File: config.mk
export PLATFORM = sky130hd
export DESIGN_NAME = sprite_rom_arbiter
export DESIGN_NICKNAME = d
export VERILOG_FILES = /design/src/rtl/deathrace_pkg.sv /design/src/rtl/sprite_rom_arbiter_rr_pick.sv /design/src/rtl/sprite_rom_arbiter.sv
export SDC_FILE = /design/constraint.sdc
export NUM_CORES = 1
export LEC_CHECK = 0
export BUFFER_PORTS_ARGS = -buffer_cell sky130_fd_sc_hd__buf_2
export CAP_MARGIN = 30
export CELL_PAD_IN_SITES_DETAIL_PLACEMENT = 1
export CELL_PAD_IN_SITES_GLOBAL_PLACEMENT = 1
export CORE_MARGIN = 2
export CORE_UTILIZATION = 29
export CTS_CLUSTER_DIAMETER = 200
export DETAILED_ROUTE_END_ITERATION = 6
export PLACE_DENSITY = 0.86
export SYNTH_ARGS = -nofsm -noshare
export SYNTH_HDL_FRONTEND = slang
export SYNTH_HIERARCHICAL = 1
export SYNTH_SLANG_ARGS = --single-unit
File: constraint.sdc
create_clock -name clk -period 2.75 [get_ports clk]
set_input_delay 0.275 -clock clk [delete_from_list [all_inputs] [get_ports clk]]
set_output_delay 0.275 -clock clk [all_outputs]
set_load 0.01 [all_outputs]
File: src/rtl/deathrace_pkg.sv
// Shared Death Race constants: sprite ROM arbiter defaults and sprite requester indices.
package deathrace_pkg;

    localparam int N_REQ_DEF   = 4;
    localparam int AW_DEF      = 12;
    localparam int DW_DEF      = 12;
    localparam int ROM_LAT_DEF = 2;

    typedef enum int {
        SPR_CAR        = 0,
        SPR_OBSTACLE   = 1,
        SPR_HUD        = 2,
        SPR_BACKGROUND = 3
    } sprite_id_e;

    localparam int REQ_CAR        = SPR_CAR;
    localparam int REQ_OBSTACLE   = SPR_OBSTACLE;
    localparam int REQ_HUD        = SPR_HUD;
    localparam int REQ_BACKGROUND = SPR_BACKGROUND;

endpackage

File: src/rtl/sprite_rom_arbiter_rr_pick.sv
// Round-robin priority search: first active request at or after (ptr + 1) mod N_REQ.
module rr_pick
    import deathrace_pkg::*;
#(
    parameter int N_REQ = N_REQ_DEF,
    parameter int PW    = (N_REQ > 1) ? $clog2(N_REQ) : 1
) (
    input  logic [N_REQ-1:0] req,
    input  logic [PW-1:0]    ptr,
    output logic [N_REQ-1:0] win,
    output logic             any
);

    logic [PW-1:0] start;

    assign start = (ptr == PW'(N_REQ - 1)) ? '0 : ptr + 1'b1;

    always_comb begin
        int idx;
        win = '0;
        any = 1'b0;
        idx = 0;
        for (int i = 0; i < N_REQ; i++) begin
            idx = int'(start) + i;
            if (idx >= N_REQ) idx = idx - N_REQ;
            if (!any && req[idx]) begin
                win[idx] = 1'b1;
                any      = 1'b1;
            end
        end
    end

endmodule

File: src/rtl/sprite_rom_arbiter.sv
// Shared sprite ROM arbiter: round-robin grant, registered ROM issue, tagged fixed-latency return.
module sprite_rom_arbiter
    import deathrace_pkg::*;
#(
    parameter int N_REQ   = N_REQ_DEF,
    parameter int AW      = AW_DEF,
    parameter int DW      = DW_DEF,
    parameter int ROM_LAT = ROM_LAT_DEF
) (
    input  logic                clk,
    input  logic                rst_n,
    input  logic                hold,
    input  logic [N_REQ-1:0]    req,
    input  logic [N_REQ*AW-1:0] req_addr,
    output logic [N_REQ-1:0]    gnt,
    output logic [AW-1:0]       rom_addr,
    output logic                rom_en,
    input  logic [DW-1:0]       rom_data,
    output logic [N_REQ-1:0]    rvalid,
    output logic [DW-1:0]       rdata,
    output logic                busy
);

    localparam int PW = (N_REQ > 1) ? $clog2(N_REQ) : 1;

    logic [N_REQ-1:0] req_eff;
    logic [N_REQ-1:0] win;
    logic             win_any;
    logic [PW-1:0]    win_idx;
    logic [PW-1:0]    ptr;

    // Stage k of the tag/valid pipe is the read issued k cycles ago; stage 0 is the issue cycle.
    logic             vld_p [0:ROM_LAT];
    logic [PW-1:0]    tag_p [0:ROM_LAT];

    assign req_eff = hold ? '0 : req;

    rr_pick #(.N_REQ(N_REQ), .PW(PW)) u_rr_pick (
        .req (req_eff),
        .ptr (ptr),
        .win (win),
        .any (win_any)
    );

    always_comb begin
        win_idx = '0;
        for (int i = 0; i < N_REQ; i++) begin
            if (win[i]) win_idx = PW'(i);
        end
    end

    // Issue stage: grant, ROM address and enable registered together.
    always_ff @(posedge clk or negedge rst_n) begin
        if (!rst_n) begin
            gnt      <= '0;
            rom_addr <= '0;
            ptr      <= PW'(N_REQ - 1);
            for (int k = 0; k <= ROM_LAT; k++) vld_p[k] <= 1'b0;
        end else begin
            gnt      <= win_any ? win : '0;
            vld_p[0] <= win_any;
            if (win_any) begin
                rom_addr <= req_addr[int'(win_idx)*AW +: AW];
                ptr      <= win_idx;
            end
            for (int k = 1; k <= ROM_LAT; k++) vld_p[k] <= vld_p[k-1];
        end
    end

    always_ff @(posedge clk) begin
        if (win_any) tag_p[0] <= win_idx;
        for (int k = 1; k <= ROM_LAT; k++) tag_p[k] <= tag_p[k-1];
    end

    assign rom_en = vld_p[0];

    // Return stage: ROM word arrives ROM_LAT cycles after issue, steered by the carried tag.
    always_comb begin
        rvalid = '0;
        if (vld_p[ROM_LAT]) rvalid[tag_p[ROM_LAT]] = 1'b1;
    end

    assign rdata = vld_p[ROM_LAT] ? rom_data : '0;

    always_comb begin
        busy = 1'b0;
        for (int k = 0; k <= ROM_LAT; k++) busy = busy | vld_p[k];
    end

endmodule
==> flow_summary.json, run 1 <==
{
  "ioPinCount": 101,
  "syn2layout_area_growth_pct": 54.5,
  "avgViaCountPerCell": 5.09,
  "nets": 386,
  "die_w_um": 83.3,
  "cp-start-kind": "register",
  "maxCapViolations": 0,
  "place.detailed.hpwl_um": 4620,
  "fp.dieArea_sq_mm": 0.00694,
  "critPathCaptureType": "register",
  "clock-sinks": 27,
  "tightest_slew_ns": 0.524,
  "dpl_cell_area_sq_mm": 0.00251,
  "fin_crit_sh_pct": 102,
  "clkTransAtPathRegs_ns": 0.10,
  "grt_pass1_vias": 1993,
  "clock_path_buffers": 2,
  "overflow": 0,
  "synth_top_area_share_pct": 26.1,
  "cp.required_ns": 2.92,
  "grt_first_pass_wirelength_um": 9540,
  "drive_above_1_share_pct": 52.6,
  "synth.most_common_cell": "nand2_1",
  "antennaDiodeCount": 0,
  "synth_top_flop_cell": "dfrtp_1",
  "cts_made_buffers": 3,
  "drt-total-wl_um": 6400,
  "vias": 1961,
  "grt_start_max_net_pins": 35,
  "fill_cells": 704,
  "drt_iter0_drc": 62,
  "synth_top_cell_by_area": "dfrtp_1",
  "grt_usage_pct": 16.7,
  "synthTopCellsByCount": "nand2_1, dfrtp_1, and2_1, mux2i_1, nor3_1",
  "h-tree-depth": 1,
  "wl_per_cell_um": 16.6,
  "violations": "setup timing",
  "synth_edf_count": 2,
  "io_buffers": 100,
  "drc_errors": 0,
  "hold_class": "in -> reg",
  "p_leak_nw": 1.32,
  "avgSynthCellArea_sq_um": 9.65,
  "fin_worst_skew_ns": 0.00604,
  "setup_viol": 11,
  "rsz0062_at_grt": "yes",
  "fin_ws_ns": -0.0605,
  "synthesis.area_sq_mm": 0.00182,
  "antenna_found_initial": 0,
  "synth_fp_nets": 264,
  "status": "complete, but fails checks",
  "slew_headroom_pct": 65.0,
  "ff_latch_area_sq_um": 668,
  "finish.instance_area_sq_mm": 0.00282,
  "cts_tree": "done",
  "min_period_ns": 2.81,
  "synth_area_leaders": "dfrtp_1, mux2i_1, o22a_1, and2_1, ha_1",
  "root_buffer": "clkbuf_8",
  "yosysUniqueCellTypes": 40,
  "p_per_area_mw_per_mm2": 1460,
  "synthArstFlopShare_pct": 77.8,
  "clk-insertion-delay-late_ns": 0.29,
  "initial_utilization_pct": 30.5,
  "arrival_ns": 2.98,
  "critPathKind": "reg -> reg",
  "multi_input_area_sq_mm": 0.00118,
  "ys_ff_latch": 27,
  "ant_nets": 0,
  "ir_drop_uv": 820,
  "crit_path_max_fanout": 5,
  "synth-seq-area-share_pct": 36.6,
  "globalplace.congestion": 0.852,
  "yosys_warnings": 6,
  "final.setup.tns_ns": -0.284,
  "drv_slew": 0,
  "hold_viol": 0,
  "drt_pass1_iterations": 4,
  "std_cell_rows": 28,
  "die_height_um": 83.3,
  "fmax_mhz": 356,
  "core-area_sq_mm": 0.00599,
  "syn_inst": 189
}
==> worst paths after layout <==
path	startpoint	endpoint	slack [ns]	depth (start not counted)
min in group asynchronous	rst_n	gnt[0]$_DFF_PN0_	0.48	2
max	ptr[1]$_DFFE_PN1P_	rom_addr[5]$_DFFE_PN0P_	-0.06	10
min reg2reg	tag_p[0][3]$_DFF_P_	tag_p[0][5]$_DFF_P_	0.34	0
min	req_addr[37]	rom_addr[1]$_DFFE_PN0P_	0.33	4
max in group asynchronous	rst_n	ptr[1]$_DFFE_PN1P_	1.91	2
max reg2reg	ptr[1]$_DFFE_PN1P_	rom_addr[5]$_DFFE_PN0P_	-0.06	10
==> routing by layer <==
metal	track usage (%)	wire, um
met5	0	0
met3	4.47	418
met2	31.3	3500
met1	17.9	2380
met4	5.37	107
==> power breakdown <==
| part | switching, mW | internal, mW |
|---|---|---|
| Sequential | 0.132 | 0.639 |
| Combinational | 1.51 | 1.59 |
| Clock | 0.140 | 0.103 |
==> kinds of logic after synthesis <==
group,after synthesis,share of synthesized area (%)
buffers and inverters,19,5.76
AND/OR/NAND/NOR,73,21.1
multiplexers,19,11.7
adder cells (fa/ha/maj),8,5.49
flip-flops,27,36.6
AO/OA/AOI/OAI,43,19.4
==> cell usage in the layout (no fill, tap or decap), types with 3 or more instances in the layout <==
cell and count:
nand2_1 25, nor3b_1 3, clkbuf_8 3, buf_4 21, buf_2 100, mux2i_1 12
ha_4 3, nor3_1 10, nor3_2 3, ha_1 5, mux2i_4 3, dfrtp_1 19
a221o_2 3, nor2b_1 4, o211ai_1 12, and2_1 16, dfxtp_1 4, a22o_1 3
buf_6 4, inv_1 4, o22a_1 12
==> registers in the layout, indices dropped and copies added (netlist names) <==
name,count
vld_p,2
rom_en,1
rom_addr,12
tag_p,6
gnt,4
ptr,2
==> through the flow <==
stage	setup slack [ns]	hold slack (ns)	std cells	total power, mW	utilization (%)
after floorplan	0.00474	-0.0206	189	2.51	-
after global placement	-0.0581	0.262	368	3.20	42.0
after detailed placement	-0.204	0.268	368	3.32	42.0
after CTS	-0.0176	0.337	376	3.67	43.8
after global routing	-0.139	0.345	385	4.42	47.0
final	-0.0605	0.335	385	4.11	47.0
==> cell type report <==
class / count / share of cell area (%)
clock buffers: 3 / 1.47
clock inverters: 1 / 0.266
inverters: 6 / 0.888
multi-input cells: 143 / 41.8
flip-flops and latches: 27 / 23.7
well taps: 75 / 3.33
repair buffers: 130 / 28.5
==> repair_timing <==
action	CTS	global route
cloned	0	3
gates resized for setup	9	23
endpoints found under the setup margin	15	16
endpoints found under the hold margin	19	0
pin swaps	2	12
hold buffers	1	0
buffers inserted	3	7
==> worst max-delay path, stage by stage, from the launching register on <==
cell and delay (ns):
dfstp_2 0.62, ha_4 0.18, nor2_4 0.06, mux2_4 0.31
or4b_4 0.50, a21oi_4 0.17, a221o_2 0.25, buf_12 0.14
mux2i_1 0.19, nor3_1 0.06, o22a_1 0.21
No activity file was read; power rests on OpenSTA's default activity.
==> inputs of run 2 (changes only) <==
==> constraint.sdc (replaced) <==
create_clock -name clk -period 2.75 [get_ports clk]
set_input_delay 0.55 -clock clk [delete_from_list [all_inputs] [get_ports clk]]
set_output_delay 0.55 -clock clk [all_outputs]
set_load 0.01 [all_outputs]
==> run 2 against run 1 <==
Routed wire length down 5.0%. The run still ends with setup timing left. Power up 1.9%. Flip-flop and latch count unchanged. Count of clock-buffer cells in the layout unchanged. Critical path depth unchanged. Final cell count unchanged.
==> flow_summary.json, run 2 (synthesis gave the netlist of run 1 again) <==
{
  "status": "complete, but fails checks",
  "violations": "setup timing",
  "slew_headroom_pct": 66.7,
  "grt_first_pass_wirelength_um": 9080,
  "final_common_cell": "buf_2",
  "clockPowerShare_pct": 5.6,
  "r2r-start": "ptr[0]$_DFFE_PN1P_",
  "core-area_sq_mm": 0.00599,
  "place.detailed.hpwl_um": 4400,
  "met2_length_um": 3180,
  "rr_worst_depth": 10,
  "drt_iter0_drc": 37,
  "antennaDiodeCount": 0,
  "rsz0062_at_grt": "yes",
  "drv_slew": 0,
  "critPathCaptureType": "register",
  "ant_nets": 0,
  "clkTransAtPathRegs_ns": 0.10,
  "nets": 386,
  "std_cell_rows": 28,
  "dp.cells": 370,
  "largest_reg_flops": 12,
  "highest_layer": "met4",
  "p_comb_share_pct": 76.1,
  "r2r_setup_slack_ns": -0.10,
  "fp.dieArea_sq_mm": 0.00694,
  "syn2layout_area_growth_pct": 56.0,
  "swShare_pct": 42.3,
  "cts_made_buffers": 3,
  "drt-total-wl_um": 6080,
  "overflow": 0,
  "grt_start_max_net_pins": 35,
  "cp-startpoint": "ptr[0]$_DFFE_PN1P_",
  "crit_path_max_fanout": 5,
  "power.total_mw": 4.19,
  "fin_worst_skew_ns": 0.00264,
  "cp-start-kind": "register",
  "critPathKind": "reg -> reg",
  "tightest_slew_ns": 0.500,
  "hold_ws_ns": 0.224,
  "antenna_found_initial": 0,
  "cts_tree": "done",
  "final.setup.tns_ns": -0.650,
  "p_leak_nw": 1.33,
  "drive_above_1_share_pct": 51.6,
  "drc_errors": 0,
  "p_int_mw": 2.42,
  "fin_util_pct": 47.5,
  "cp.required_ns": 2.92,
  "critPathCapture": "rom_addr[3]$_DFFE_PN0P_",
  "avgViaCountPerCell": 5.04,
  "clock-sinks": 27,
  "met1_length_um": 2400,
  "critical_path.cell_chain": "ha_4, nor2_4, mux2_4, or4b_4, a21oi_4, a221o_2, clkbuf_16, mux2i_1, nor3_1, o22a_1",
  "met3_length_um": 412,
  "arrival_ns": 3.02,
  "dp_slack_ns": -0.144,
  "final_cells": 385,
  "vias": 1939,
  "fill_cells": 711,
  "fin_ws_ns": -0.102,
  "hold_class": "in -> async",
  "h-tree-depth": 1,
  "clk-insertion-delay-late_ns": 0.28,
  "p_per_area_mw_per_mm2": 1470,
  "finish.instance_area_sq_mm": 0.00285,
  "globalplace.congestion": 0.842,
  "top_register": "rom_addr",
  "top_regs": "rom_addr x12, tag_p x6, gnt x4",
  "drt_pass1_iterations": 4,
  "wl_per_cell_um": 15.8,
  "ir_drop_uv": 685,
  "max_stage_delay_ns": 0.61,
  "clock_path_buffers": 2,
  "die_w_um": 83.3,
  "p_sw_mw": 1.77,
  "fmax_mhz": 351,
  "min_period_ns": 2.85,
  "grt_usage_pct": 15.6,
  "die_height_um": 83.3,
  "initial_utilization_pct": 30.5,
  "sequentialPowerShare_pct": 18.2,
  "setup_viol": 13,
  "root_buffer": "clkbuf_8",
  "io_buffers": 100,
  "dpl_cell_area_sq_mm": 0.00255,
  "grt_pass1_vias": 2015,
  "hold_viol": 0,
  "ioPinCount": 101,
  "fin_crit_sh_pct": 104,
  "worstReg2RegEnd": "rom_addr[3]$_DFFE_PN0P_",
  "layout_common_cells": "buf_2, nand2_1, dfrtp_1, buf_4, and2_1",
  "maxCapViolations": 0,
  "cp_slowest_cell": "dfstp_2"
}
-- run 2: critical path, delay by kind of cell, from the launching register on --
family,cells,cell delay [ns]
AO/OA/AOI/OAI,3,0.63
adder cells (fa/ha/maj),1,0.18
buffers and inverters,1,0.18
flip-flops,1,0.61
multiplexers,2,0.50
AND/OR/NAND/NOR,3,0.64
-- run 2: how the worst min path moves through the flow --
| stage | start | endpoint | slack (ns) | cells after the start |
|---|---|---|---|---|
| after floorplan | rst_n | gnt[0]$_DFF_PN0_ | 0.25 | 0 |
| after global placement | tag_p[0][2]$_DFF_P_ | tag_p[0][4]$_DFF_P_ | 0.32 | 0 |
| after detailed placement | tag_p[0][2]$_DFF_P_ | tag_p[0][4]$_DFF_P_ | 0.32 | 0 |
| after CTS | rst_n | rom_addr[7]$_DFFE_PN0P_ | 0.24 | 1 |
| after global routing | rst_n | gnt[2]$_DFF_PN0_ | 0.25 | 1 |
| final | rst_n | gnt[2]$_DFF_PN0_ | 0.22 | 1 |
-- run 2: timing repair --
item | 4_1_cts | 5_1_grt
hold buffers | 0 | 0
pin swaps | 2 | 6
resized for setup | 5 | 21
cloned | 0 | 4
endpoints found under the setup margin | 15 | 18
buffers inserted | 1 | 6
-- run 2: metal layers --
layer	vias up	track usage, %
met3	8	4.57
li1	934	-
met5	-	0
met1	914	16.5
met2	83	30.1
met4	0	3.43
-- run 2: power by group through the flow --
stage	registers [mW]	clock network (mW)	logic (mW)
after floorplan	0.807	0	1.70
after global placement	0.766	0	2.49
after detailed placement	0.776	0	2.59
after CTS	0.769	0.243	2.65
after global routing	0.797	0.259	3.45
final	0.764	0.235	3.19
-- run 2: final cells by class --
class,count,area (sq um),area share [%]
clock buffers,3,41.3,1.45
well taps,75,93.8,3.30
clock inverters,1,7.51,0.264
flip-flops and latches,27,668,23.5
inverters,6,22.5,0.791
repair buffers,130,843,29.6
multi-input cells,143,1170,41.1
